--- config.mk ---
export PLATFORM = sky130hd
export DESIGN_NAME = ov7670_cfg_sequencer
export DESIGN_NICKNAME = d
export VERILOG_FILES = /design/src/rtl/ov7670_cfg_pkg.sv /design/src/rtl/ov7670_cfg_rom.sv /design/src/rtl/ov7670_cfg_sequencer.sv
export SDC_FILE = /design/constraint.sdc
export NUM_CORES = 1
export LEC_CHECK = 0
export CORE_ASPECT_RATIO = 1.5
export CORE_UTILIZATION = 51
export CTS_CLUSTER_SIZE = 40
export DETAILED_ROUTE_END_ITERATION = 6
export DONT_BUFFER_PORTS = 1
export PLACE_DENSITY = 0.69
export SYNTH_ARGS = -nofsm -noshare
export SYNTH_HDL_FRONTEND = slang
export SYNTH_SLANG_ARGS = --single-unit
export TNS_END_PERCENT = 1
--- constraint.sdc ---
create_clock -name clk -period 7.05 [get_ports clk]
set_clock_uncertainty 0.15 [all_clocks]
set_input_delay 0.705 -clock clk [delete_from_list [all_inputs] [get_ports clk]]
set_output_delay 0.705 -clock clk [all_outputs]
set_load 0.005 [all_outputs]
--- src/rtl/ov7670_cfg_pkg.sv ---
// rtl/ov7670_cfg_pkg.sv - shared types and constants for the OV7670 configuration sequencer
package ov7670_cfg_pkg;

  typedef enum logic [3:0] {
    IDLE,
    PWRUP_WAIT,
    FETCH,
    DECODE,
    ISSUE,
    WAIT_DONE,
    DELAY,
    DONE,
    ERROR
  } cfg_state_t;

  localparam logic [15:0] END_MARK   = 16'hFFFF;
  localparam logic [7:0]  DELAY_ADDR = 8'hFF;

  typedef struct packed {
    logic [7:0] addr;
    logic [7:0] data;
  } cfg_entry_t;

endpackage

--- src/rtl/ov7670_cfg_rom.sv ---
// rtl/ov7670_cfg_rom.sv - OV7670 register table; {addr, data} per entry, FFnn = nn ms delay, FFFF = end
module ov7670_cfg_rom
  import ov7670_cfg_pkg::*;
#(
  parameter int IDX_W = 7
) (
  input  logic [IDX_W-1:0] idx,
  output cfg_entry_t       entry
);

  always_comb begin
    entry = END_MARK;
    case (idx)
      IDX_W'(0): entry = 16'h1280;  // COM7 soft reset
      IDX_W'(1): entry = 16'hFF0A;  // let the sensor settle after reset
      IDX_W'(2): entry = 16'h1204;  // COM7 RGB output
      IDX_W'(3): entry = 16'hFF00;
      IDX_W'(4): entry = 16'h1100;  // CLKRC no prescale
      IDX_W'(5): entry = END_MARK;
      default:   entry = END_MARK;
    endcase
  end

endmodule

--- src/rtl/ov7670_cfg_sequencer.sv ---
// rtl/ov7670_cfg_sequencer.sv - walks the OV7670 register table and feeds the SCCB write engine
// Optional: define CFG_RETRY_EN to re-issue NACKed writes up to MAX_RETRY times.
module ov7670_cfg_sequencer
  import ov7670_cfg_pkg::*;
#(
  parameter int TICKS_PER_MS   = 100000,
  parameter int PWRUP_DELAY_MS = 2,
  parameter int ROM_DEPTH      = 128,
  parameter int IDX_W          = 7,
  parameter int MAX_RETRY      = 3,
  parameter int AUTO_START     = 1
) (
  input  logic             clk,
  input  logic             reset,
  input  logic             start,
  output logic             sccb_req,
  output logic [7:0]       sccb_reg_addr,
  output logic [7:0]       sccb_reg_data,
  input  logic             sccb_ack,
  input  logic             sccb_done,
  input  logic             sccb_nack,
  output logic             cfg_busy,
  output logic             cfg_done,
  output logic             cfg_error,
  output logic [IDX_W-1:0] cfg_index
);

  localparam int               CNT_W       = $clog2(255 * TICKS_PER_MS + 1);
  localparam logic [CNT_W-1:0] TICKS       = CNT_W'(TICKS_PER_MS);
  localparam logic [CNT_W-1:0] PWRUP_LAST  = CNT_W'(PWRUP_DELAY_MS * TICKS_PER_MS - 1);
  localparam logic [IDX_W-1:0] LAST_IDX    = IDX_W'(ROM_DEPTH - 1);
  localparam cfg_state_t       RESET_STATE = (AUTO_START != 0) ? PWRUP_WAIT : IDLE;

  cfg_state_t       state_q, state_d;
  logic [CNT_W-1:0] cnt_q, cnt_d;
  logic [IDX_W-1:0] idx_q, idx_d;
  cfg_entry_t       entry_q, rom_entry;
  logic [7:0]       addr_q, addr_d, data_q, data_d;
  logic             req_d, busy_d, done_d, err_d;
  logic             advance, write_end;
  logic [CNT_W-1:0] delay_ticks;

`ifdef CFG_RETRY_EN
  localparam int RETRY_W = (MAX_RETRY > 0) ? $clog2(MAX_RETRY + 1) : 1;
  logic [RETRY_W-1:0] retry_q, retry_d;
`endif

  ov7670_cfg_rom #(.IDX_W(IDX_W)) u_rom (
    .idx   (idx_q),
    .entry (rom_entry)
  );

  assign delay_ticks = CNT_W'(entry_q.data) * TICKS;

  always_comb begin
    state_d   = state_q;
    cnt_d     = cnt_q;
    idx_d     = idx_q;
    addr_d    = addr_q;
    data_d    = data_q;
    advance   = 1'b0;
    write_end = 1'b0;
`ifdef CFG_RETRY_EN
    retry_d   = retry_q;
`endif
    case (state_q)
      IDLE: begin
        if (start) begin
          state_d = PWRUP_WAIT;
          cnt_d   = '0;
        end
      end
      PWRUP_WAIT: begin
        if (cnt_q == PWRUP_LAST) begin
          state_d = FETCH;
          cnt_d   = '0;
        end else begin
          cnt_d = cnt_q + CNT_W'(1);
        end
      end
      FETCH: state_d = DECODE;
      DECODE: begin
        if (entry_q == END_MARK) begin
          state_d = DONE;
        end else if (entry_q.addr == DELAY_ADDR) begin
          if (entry_q.data == 8'h00) begin
            advance = 1'b1;
          end else begin
            cnt_d   = delay_ticks - CNT_W'(1);
            state_d = DELAY;
          end
        end else begin
          addr_d  = entry_q.addr;
          data_d  = entry_q.data;
          state_d = ISSUE;
        end
      end
      ISSUE: begin
        // an engine that finishes in the same cycle it accepts skips WAIT_DONE
        if (sccb_ack) begin
          if (sccb_done) write_end = 1'b1;
          else           state_d   = WAIT_DONE;
        end
      end
      WAIT_DONE: begin
        if (sccb_done) write_end = 1'b1;
      end
      DELAY: begin
        if (cnt_q == '0) advance = 1'b1;
        else             cnt_d   = cnt_q - CNT_W'(1);
      end
      DONE: begin
        if (start) begin
          idx_d   = '0;
          state_d = FETCH;
        end
      end
      ERROR: begin
        if (start) begin
          idx_d   = '0;
`ifdef CFG_RETRY_EN
          retry_d = '0;
`endif
          state_d = FETCH;
        end
      end
      default: state_d = IDLE;
    endcase

    if (write_end) begin
      if (!sccb_nack) begin
        advance = 1'b1;
`ifdef CFG_RETRY_EN
        retry_d = '0;
`endif
      end else begin
`ifdef CFG_RETRY_EN
        if (retry_q < RETRY_W'(MAX_RETRY)) begin
          retry_d = retry_q + RETRY_W'(1);
          state_d = ISSUE;
        end else begin
          state_d = ERROR;
        end
`else
        state_d = ERROR;
`endif
      end
    end

    // the last table slot finishes the run instead of wrapping the index
    if (advance) begin
      if (idx_q == LAST_IDX) begin
        state_d = DONE;
      end else begin
        idx_d   = idx_q + IDX_W'(1);
        state_d = FETCH;
      end
    end

    req_d  = (state_d == ISSUE);
    busy_d = state_d inside {PWRUP_WAIT, FETCH, DECODE, ISSUE, WAIT_DONE, DELAY};
    done_d = (state_d == DONE);
    err_d  = (state_d == ERROR);
  end

  always_ff @(posedge clk or posedge reset) begin
    if (reset) begin
      state_q   <= RESET_STATE;
      cnt_q     <= '0;
      idx_q     <= '0;
      entry_q   <= '0;
      addr_q    <= '0;
      data_q    <= '0;
      sccb_req  <= 1'b0;
      cfg_busy  <= 1'b0;
      cfg_done  <= 1'b0;
      cfg_error <= 1'b0;
    end else begin
      state_q   <= state_d;
      cnt_q     <= cnt_d;
      idx_q     <= idx_d;
      if (state_q == FETCH) entry_q <= rom_entry;
      addr_q    <= addr_d;
      data_q    <= data_d;
      sccb_req  <= req_d;
      cfg_busy  <= busy_d;
      cfg_done  <= done_d;
      cfg_error <= err_d;
    end
  end

`ifdef CFG_RETRY_EN
  always_ff @(posedge clk or posedge reset) begin
    if (reset) retry_q <= '0;
    else       retry_q <= retry_d;
  end
`endif

  assign sccb_reg_addr = addr_q;
  assign sccb_reg_data = data_q;
  assign cfg_index     = idx_q;

endmodule
== Word-level counts from Yosys, hierarchy flattened ==
Cells that the tools add are included.
Operators by class
  equal/unequal tests: 29
  muxes and demuxes: 35
  multipliers: 1
  add/sub/neg operators: 4
  shifts and indexed selects: 0
  bitwise gates (word level): 2
  $lt $le $gt $ge: 0
  divide/modulo/power cells: 0
  reductions and logical operators: 10
Operator list (count)
  $mux W25: 6
  $pmux W25 S4: 1
  $pmux W16 S5: 1
  $sub A25 B1 Y25 const B: 2
  $mux W4: 11
  $eq A4 B3 Y1 const B: 8
  $mux W7: 4
  $pmux W4 S7: 1
  $add A25 B1 Y25 const B: 1
  $eq A25 B18 Y1 const B: 1
  $logic_not A25 Y1: 1
  $mul A8 B12 Y20 const B: 1
  $eq A16 B16 Y1 const B: 1
  $eq A4 B2 Y1 const B: 4
  $eq A7 B2 Y1 const B: 2
  $ne A2 B2 Y1 const B: 5
  $eq A4 B1 Y1 const B: 2
  $eq A4 B4 Y1 const B: 2
  $eq A8 B8 Y1 const B: 1
  $logic_not A8 Y1: 1
  $mux W1: 8
  $add A7 B1 Y7 const B: 1
  $eq A7 B1 Y1 const B: 1
  $eq A7 B3 Y1 const B: 1
  other kinds (11): 14
Storage, ports and cells
  input bits: 6
  output and inout port bits: 27
  memory bits (read-only): 0
  word-level logic and storage cells: 92
  RAM bits: 0
  bits in registers: 72
  bits in latches: 0
  memories kept: 0

== Longest topological paths before layout ==
Gate-level depths: netlist of the first run.
  depth after elaboration: 10
  depth in mapped cells: 19
  depth with buffers taken out: 17

== Hierarchy ==
Synthesis of the first run repeated with hierarchy kept, for this count alone.
Unflattened totals
  cell total of the unflattened synthesis: 744
  area total of the unflattened synthesis: 6284.8 um^2
Modules (own cells, without submodules)
  ov7670_cfg_sequencer: area an instance 6122.1 um^2, cells an instance 719, instances 1
  ov7670_cfg_rom: area an instance 162.7 um^2, cells an instance 25, instances 1

== Worst setup path after synthesis of the first run ==
No wires, ideal clock.
  path type: flip-flop to flip-flop
  start: register entry_q[6] (netlist name)
  end: register cnt_q[24]
  data arrival time: 4.911 ns
  stages on the path, launching flop included: 19
  setup time: 0.069 ns
  period minus slack after synthesis: 5.130 ns
  setup slack: 1.920 ns
  cell sequence: dfrtp_1 > buf_6 > inv_1 > ha_1 > xor2_1 > inv_1 > fa_1 > inv_1 > fa_1 > inv_1 > fa_1 > nor2b_1 > o2111ai_2 > a21o_2 > a32oi_1 > nand2_1 > or4b_4 > o311a_1 > nand3_1
On the way
  cells in the longest elaborated chain, start to end: 6
  elaborated cells between the ends (all ways): 11
  those cells by class: add/sub: 1; mul: 1; eq/ne: 3; mux: 4; reduce/logical: 2
RTL lines
  start, declared: line ov7670_cfg_sequencer.sv:37  | cfg_entry_t entry_q, rom_entry;
  start signal, assigned: line ov7670_cfg_sequencer.sv:182  | if (state_q == FETCH) entry_q <= rom_entry;
  $mul A8 B12 Y20: line ov7670_cfg_sequencer.sv:53  | assign delay_ticks = CNT_W'(entry_q.data) * TICKS;
  $sub A25 B1 Y25: line ov7670_cfg_sequencer.sv:89  | cnt_d = delay_ticks - CNT_W'(1);
  $mux W25: line ov7670_cfg_sequencer.sv:86  | if (entry_q.data == 8'h00) begin
  $mux W25: line ov7670_cfg_sequencer.sv:85  | end else if (entry_q.addr == DELAY_ADDR) begin
  $mux W25: line ov7670_cfg_sequencer.sv:83  | if (entry_q == END_MARK) begin
  $pmux W25 S4: line ov7670_cfg_sequencer.sv:66  | case (state_q)
  end signal, assigned: line ov7670_cfg_sequencer.sv:180  | cnt_q <= cnt_d;
  end, declared: line ov7670_cfg_sequencer.sv:35  | logic [CNT_W-1:0] cnt_q, cnt_d;
Parallel ways exist; a longest one is shown, timed or not. The select of a mux whose other input is x is not followed.
A chain may end at the register's enable or synchronous reset.

== Worst setup path after layout of the first run ==
Same ends and word-level chain as after synthesis.

==> summary.md, run 1 <==
| Metric | Value |
|---|---|
| Proportion of layout cells with a drive suffix above 1 | 7.143% |
| Io pins | 33 |
| CP Cell Sequence | inv_1 > ha_1 > xor2_1 > inv_1 > fa_1 > inv_1 > fa_1 > inv_1 > fa_1 > nor2b_1 > o2111ai_2 > a21oi_2 > a311oi_2 > xnor2_1 > or4b_4 > o311a_1 > nand3_1 |
| Post-DR vias/cell | 6.359 |
| Final #Nets | 720 |
| Clk root buf | clkbuf_16 |
| Sequential fraction of the synthesis area | 24.97% |
| CTS tree | yes |
| Setup TNS | 0 ps |
| Met1 WL | 6006 um |
| CP max FO | 16 |
| Yosys cell types | 79 |
| Final min period | 5766 ps |
| Rel. slew slack | 35.17% |
| Primary FF master, synth | dfrtp_1 |
| EDFF count, synth | 0 |
| Clock Latency Late Sink | 310 ps |
| Ys Warns | 0 |
| H-tree depth | 2 |
| Synth async-reset ratio | 100.0% |
| FF/Latch Area | 0.001403 sq mm |
| RSZ-0062 raised after global routing | no |
| Crit. path cell count | 17 |
| Count of final setup violators | 0 |
| DR WL met3 | 528 um |
| Core Rows | 46 |
| DRT Wirelength | 14480 um |
| Fin. Hold Viols | 0 |
| Number of iterations in the first detailed-routing pass | 5 |
| Fin cells | 802 |
| Syn_area_per_cell | 8.107 sq um |
| Die height | 130.5 um |
| Worst r2r path cells | 17 |
| Slew of the pin with the lowest slew margin | 970.0 ps |
| Highest-delay cell along the critical path | dfrtp_1 |
| IO buf count | 0 |
| Worst setup SP type | register |
| Maximum VDD drop | 0.09775 mV |
| Max_cap viols | 0 |
| Post-DP HPWL | 10680 um |
| HP Class | in -> async |
| Global-route wire length before repair | 23600 um |
| Initial DRC count | 560 |
| Post-Syn Area | 0.005618 sq mm |
| Antenna violations before repair | 0 |
| CP peak stage delay | 770 ps |
| Outcome | completed |
| Crit path DAT | 5860 ps |
| Cell Count Post-Placement | 794 |
| Buf+Inv Stages, Crit Path | 4 |
| Area of the multi-input gates | 0.003857 sq mm |
| Mapped Cells | 693 |
| CP most frequent cell | inv_1 |
| Core area | 0.01065 sq mm |
| Leak Pwr | 2.430 nW |
| DIE AREA | 0.01145 sq mm |
| Remaining antenna violation count | 0 |
| Longest Clk Path Bufs | 2 |
| Worst EP required | 7150 ps |
| Setup CP Type | reg -> reg |
| Highest routed layer | met4 |
| Reg clk slew, reported paths | 80 ps |
| Postcts setup bufs | 0 |
| Final Wtd Congestion | 0.9306 |
| Starting Density | 52.76% |
| Largest net degree at the start of global routing | 57 |
| Met2 routed WL | 7464 um |
| Total GRT Usage | 26.07% |
| DRC viols | 0 |
| # hold bufs at CTS | 0 |
| CP delay by family, top | adder cells |
| Power Dens Cells | 104.6 mW/mm^2 |
| GRT overflow | 0 |
| Worst Setup End Kind | register |
| PostCTS Resize Cnt | 0 |
| Diode count | 0 |
| Syn Nets | 756 |
| Syn-to-layout area delta | 2.717% |
| Final worst path period share | 81.78% |
| Slew Limit Fails | 0 |
| Total CTS buffers | 5 |
| # fillers | 966 |
| Die width | 87.70 um |
| Yosys reg bits | 56 |
| Vias in the first global route | 4854 |
| Clock sink count | 56 |
| Vias | 5100 |
| Routed wire per std cell | 18.05 um |
| Max Clk Rate | 173.4 MHz |
cells by family after synthesis:
kind of cell | after synthesis | share of synthesized area, %
multiplexers | 8 | 1.537
flip-flops | 56 | 24.97
AO/OA/AOI/OAI | 190 | 23.43
XOR/XNOR | 32 | 4.989
buffers and inverters | 83 | 6.370
AND/OR/NAND/NOR | 267 | 24.68
adder cells (fa/ha/maj) | 57 | 14.03
registers in the layout, summed over array words and instances (netlist names):
signal         flops
cfg_busy           1
cfg_done           1
cfg_error          1
cfg_index          7
cnt_q             25
entry_q            8
sccb_reg_addr      4
sccb_reg_data      4
sccb_req           1
state_q            4
metal layers:
layer  GRT usage (%)  up-vias
met4           11.09        0
met5               0        -
li1                -     2459
met3           2.701       44
met1           32.44     2444
met2           45.59      153
layout make-up:
| class | count | share of cell area [%] |
|---|---|---|
| tap | 144 | 3.122 |
| sequential | 56 | 24.31 |
| clock inverter | 3 | 0.4987 |
| multi-input combinational | 554 | 66.85 |
| clock buffer | 5 | 2.168 |
| inverter | 33 | 2.147 |
| timing repair buffer | 7 | 0.9107 |
layout by cell type (no fill, tap or decap), drive strengths merged, types with 5 or more instances in the layout:
cell	netlist	routed
nand2	57	57
clkbuf	33	5
o21a	7	7
buf	17	7
nand3	25	25
nand2b	9	9
nand3b	5	5
xnor2	23	23
inv	33	36
nor2	64	64
and3	11	11
dfrtp	55	55
nor3	28	28
a21oi	35	35
nor2b	5	5
a221o	6	6
a211oi	8	8
or2	7	7
nor4	10	10
ha	47	47
o21ai	49	49
a311oi	6	6
o31ai	7	7
and2	8	8
or3	5	5
mux2	5	5
nor3b	5	5
a22oi	8	8
o22ai	7	7
and4	5	5
a31oi	8	8
xor2	9	9
fa	10	10
o221ai	7	7
nand4	14	14
report_power, final:
group          internal [mW]  switching [mW]  total [mW]
registers              0.321               0       0.321
logic               0.000951         0.00667     0.00763
clock network          0.138           0.138       0.275
total                  0.459           0.144       0.604
stage by stage:
stage          hold WS (ps)  utilization (%)  total power [mW]  setup slack, ps  instance area, sq um
4_1_cts               362.7            54.20            0.6090             1242                  5771
3_5_place_dp          365.7            52.75            0.3355             1254                  5617
6_report              337.7            54.20            0.6038             1284                  5771
5_1_grt               397.9            54.20            0.6199            877.0                  5771
3_3_place_gp          354.5            52.75            0.3352             1435                  5617
2_1_floorplan         329.2                -            0.3328             1920                  5618
cells in the mapped netlist, types with 7 or more instances:
cell      number  area, sq um
clkbuf_1      33        123.9
a211oi_1       7        52.55
nand2_1       57        214.0
nand2b_1       9        56.30
nor2_1        64        240.2
o31ai_1        7        52.55
o22ai_1        7        43.79
and2_1         7        43.79
xor2_1         9        78.83
ha_1          47        588.1
buf_4          9        67.56
a31oi_1        8        50.05
a21oi_1       33        165.2
nor3_1        27        135.1
fa_1          10        200.2
nand3_1       25        125.1
nor4_1         9        56.30
o221ai_1       7        61.31
o21ai_0       47        235.2
dfrtp_1       55         1376
xnor2_1       23        201.4
o21a_1         7        52.55
a22oi_1        8        60.06
and3_1        10        62.56
inv_1         33        123.9
nand4_1       14        87.58
worst paths after layout:
check | from | to | slack (ps)
max | entry_q[6]$_DFFE_PP0P_ | cnt_q[24]$_DFFE_PP0P_ | 1280
max reg2reg | entry_q[6]$_DFFE_PP0P_ | cnt_q[24]$_DFFE_PP0P_ | 1280
min reg2reg | entry_q[12]$_DFFE_PP0P_ | entry_q[12]$_DFFE_PP0P_ | 390
max in group asynchronous | reset | cnt_q[18]$_DFFE_PP0P_ | 5930
min | reset | cnt_q[4]$_DFFE_PP0P_ | 340
min in group clk | entry_q[12]$_DFFE_PP0P_ | entry_q[12]$_DFFE_PP0P_ | 390
(Power assumes the default switching activity.)
==> inputs of run 2 (changes only) <==
--- a/config.mk
+++ b/config.mk
@@ -10,7 +10,7 @@
 export CTS_CLUSTER_SIZE = 40
 export DETAILED_ROUTE_END_ITERATION = 6
 export DONT_BUFFER_PORTS = 1
-export PLACE_DENSITY = 0.69
+export PLACE_DENSITY = 0.72
 export SYNTH_ARGS = -nofsm -noshare
 export SYNTH_HDL_FRONTEND = slang
 export SYNTH_SLANG_ARGS = --single-unit
==> constraint.sdc (replaced) <==
create_clock -name clk -period 4.8 [get_ports clk]
set_clock_uncertainty 0.15 [all_clocks]
set_input_delay 0.48 -clock clk [delete_from_list [all_inputs] [get_ports clk]]
set_output_delay 0.48 -clock clk [all_outputs]
set_load 0.005 [all_outputs]
==> summary.md, run 2 (synthesis results as in run 1) <==
| Metric | Value |
|---|---|
| Core area | 0.01065 sq mm (unchanged) |
| Number of iterations in the first detailed-routing pass | 5 (unchanged) |
| H-tree depth | 2 (unchanged) |
| Diode count | 0 (unchanged) |
| Int Power | 674.6 uW (was 459.4 uW) |
| Reg clk slew, reported paths | 80 ps (about the same) |
| DRT Wirelength | 15010 um (was 14480 um) |
| GR peak layer | met2 (unchanged) |
| Highest-delay cell along the critical path | or4b_4 (was dfrtp_1) |
| Sw power | 205.7 uW (was 144.4 uW) |
| Outcome | completed (unchanged) |
| Total CTS buffers | 5 (unchanged) |
| Largest net degree at the start of global routing | 57 (unchanged) |
| Power Dens Cells | 146.7 mW/mm^2 (was 104.6 mW/mm^2) |
| GR Layer Usage met2 | 48.53% (was 45.59%) |
| Starting Density | 52.76% (unchanged) |
| Leak Pwr | 2.521 nW (was 2.430 nW) |
| M3 GR Usage | 2.701% (unchanged) |
| Routed wire per std cell | 18.31 um (was 18.05 um) |
| CTS tree | yes (unchanged) |
| GRT overflow | 0 (unchanged) |
| Placement Setup Slack | 41.53 ps (was 1254 ps) |
| CP max FO | 4 (was 16) |
| Final worst setup slack | 99.21 ps (was 1284 ps) |
| Post-DR vias/cell | 6.404 (was 6.359) |
| Maximum VDD drop | 0.1418 mV (was 0.09775 mV) |
| Vias | 5251 (was 5100) |
| Setup CP Type | reg -> reg (unchanged) |
| Max_cap viols | 0 (unchanged) |
| Slew of the pin with the lowest slew margin | 773.8 ps (was 970.0 ps) |
| Final #Nets | 738 (was 720) |
| Clk root buf | clkbuf_16 (unchanged) |
| Final worst path period share | 97.93% (was 81.78%) |
| Most frequent cells in the layout | nor2_1 (64), nand2_1 (57), dfrtp_1 (53) (was nor2_1 (64), nand2_1 (57), dfrtp_1 (55)) |
| CP peak stage delay | 570 ps (was 770 ps) |
| Crit Reg-Reg Endpoint | cnt_q[24]$_DFFE_PP0P_ (unchanged) |
| Worst r2r path cells | 16 (was 17) |
| CP Cell Sequence | clkinvlp_4 > ha_4 > xor2_2 > inv_1 > fa_1 > inv_1 > fa_1 > ha_1 > a211oi_2 > o21bai_1 > a211o_2 > a32oi_2 > nand2_1 > or4b_4 > o311a_1 > nand3_1 (was inv_1 > ha_1 > xor2_1 > inv_1 > fa_1 > inv_1 > fa_1 > inv_1 > fa_1 > nor2b_1 > o2111ai_2 > a21oi_2 > a311oi_2 > xnor2_1 > or4b_4 > o311a_1 > nand3_1) |
| DRC viols | 0 (unchanged) |
| Comb pwr share | 1.3% (about the same) |
| Final Wtd Congestion | 0.9384 (was 0.9306) |
| Post-DP HPWL | 11100 um (was 10680 um) |
| Worst Setup End Kind | register (unchanged) |
| Slew Limit Fails | 0 (unchanged) |
| IO buf count | 0 (unchanged) |
| Clock sink count | 56 (unchanged) |
| Die width | 87.70 um (unchanged) |
| Longest Clk Path Bufs | 2 (unchanged) |
| Sequential Power Share | 53.5% (was 53.1%) |
| Rel. slew slack | 48.01% (was 35.17%) |
| Remaining antenna violation count | 0 (unchanged) |
| Crit path DAT | 4800 ps (was 5860 ps) |
| Switching Fraction | 23.37% (was 23.91%) |
| Biggest register | cnt_q (unchanged) |
| Syn-to-layout area delta | 6.837% (was 2.717%) |
| Vias in the first global route | 4965 (was 4854) |
| Clock Latency Late Sink | 300 ps (was 310 ps) |
| Proportion of layout cells with a drive suffix above 1 | 11.98% (was 7.143%) |
| Cell Count Post-Placement | 809 (was 794) |
| Met1 Use GR | 31.83% (was 32.44%) |
| Total GRT Usage | 26.96% (was 26.07%) |
| Max Clk Rate | 212.7 MHz (was 173.4 MHz) |
| Fin. Hold Viols | 0 (unchanged) |
| Max reg flops | 25 (unchanged) |
| Global-route wire length before repair | 24350 um (was 23600 um) |
| HP Class | in -> async (unchanged) |
| Worst EP required | 4900 ps (was 7150 ps) |
| Die height | 130.5 um (unchanged) |
| Antenna violations before repair | 0 (unchanged) |
| Final min period | 4701 ps (was 5766 ps) |
| RR Startpoint | entry_q[6]$_DFFE_PP0P_ (unchanged) |
| Most common cell after layout, fill and taps aside | nor2_1 (unchanged) |
| Flop2flop setup slack | 100 ps (was 1280 ps) |
| DIE AREA | 0.01145 sq mm (unchanged) |
| RSZ-0062 raised after global routing | yes (was no) |
| Pwr Total | 880.3 uW (was 603.8 uW) |
| # hold bufs at CTS | 0 (unchanged) |
| Worst setup SP type | register (unchanged) |
| Initial DRC count | 557 (was 560) |
| Clock group share of total power | 45.2% (was 45.6%) |
| Fin cells | 820 (was 802) |
| Core Rows | 46 (unchanged) |
| Io pins | 33 (unchanged) |
| Count of final setup violators | 0 (unchanged) |
==> run 2: power groups by stage <==
stage	clock network (mW)	logic (mW)	registers, mW
after detailed placement	0	0.0120	0.481
after floorplan	0	0.00799	0.481
after global placement	0	0.0118	0.481
after CTS	0.406	0.0120	0.471
final	0.398	0.0110	0.471
after global routing	0.422	0.0132	0.471
==> run 2: stage by stage <==
stage / hold slack (ps) / instance area [sq um] / TNS, ps / utilization [%]
detailed placement: 372.4 / 5767 / 0 / 54.16
CTS: 144.5 / 5921 / 0 / 55.61
floorplan: 329.2 / 5655 / 0 / -
finish: 111.3 / 6002 / 0 / 56.37
global placement: 354.3 / 5767 / 0 / 54.16
global route: 183.4 / 6002 / -203.5 / 56.37
==> run 2: what timing repair did <==
item | 4_1_cts | 5_1_grt
endpoints found under the setup margin | 0 | 4
resized for setup | 0 | 12
setup buffers | 0 | 3
==> run 2: worst max path at each step <==
stage,from,to,depth (start not counted)
finish,entry_q[6]$_DFFE_PP0P_,cnt_q[24]$_DFFE_PP0P_,16
global route,entry_q[6]$_DFFE_PP0P_,cnt_q[22]$_DFFE_PP0P_,17
CTS,entry_q[2]$_DFFE_PP0P_,cnt_q[22]$_DFFE_PP0P_,17
detailed placement,entry_q[2]$_DFFE_PP0P_,cnt_q[22]$_DFFE_PP0P_,17
global placement,entry_q[6]$_DFFE_PP0P_,cnt_q[22]$_DFFE_PP0P_,16
floorplan,entry_q[6]$_DFFE_PP0P_,cnt_q[22]$_DFFE_PP0P_,18
==> run 2: cell type report <==
cell class	count	area, sq um
inverters	33	127.6
flip-flops and latches	56	1405
clock inverters	3	28.78
repair buffers	25	187.7
clock buffers	5	125.1
well taps	144	180.2
multi-input cells	554	3948
fillers	967	4646
==> run 2: critical path: cells and delay by family (launching register included) <==
kind,cells,cell delay (ps)
compound gates,5,1270
xor+xnor,1,170
fa+ha+maj,4,1600
buf+inv,3,270
flops,1,420
simple gates,3,770
==> run 2: layer usage <==
layer,share of wire [%],vias to the layer above
li1,-,2491
met1,39,2541
met2,53,175
met3,4.3,44
met4,3.8,0
met5,0,-
==> inputs of run 3 (changes only) <==
--- a/config.mk
+++ b/config.mk
@@ -11,6 +11,7 @@
 export DETAILED_ROUTE_END_ITERATION = 6
 export DONT_BUFFER_PORTS = 1
 export PLACE_DENSITY = 0.72
+export SKIP_CTS_REPAIR_TIMING = 1
 export SYNTH_ARGS = -nofsm -noshare
 export SYNTH_HDL_FRONTEND = slang
 export SYNTH_SLANG_ARGS = --single-unit
==> results of run 3 <==
No change in the layout: final DEF, timing and power equal those of run 2.
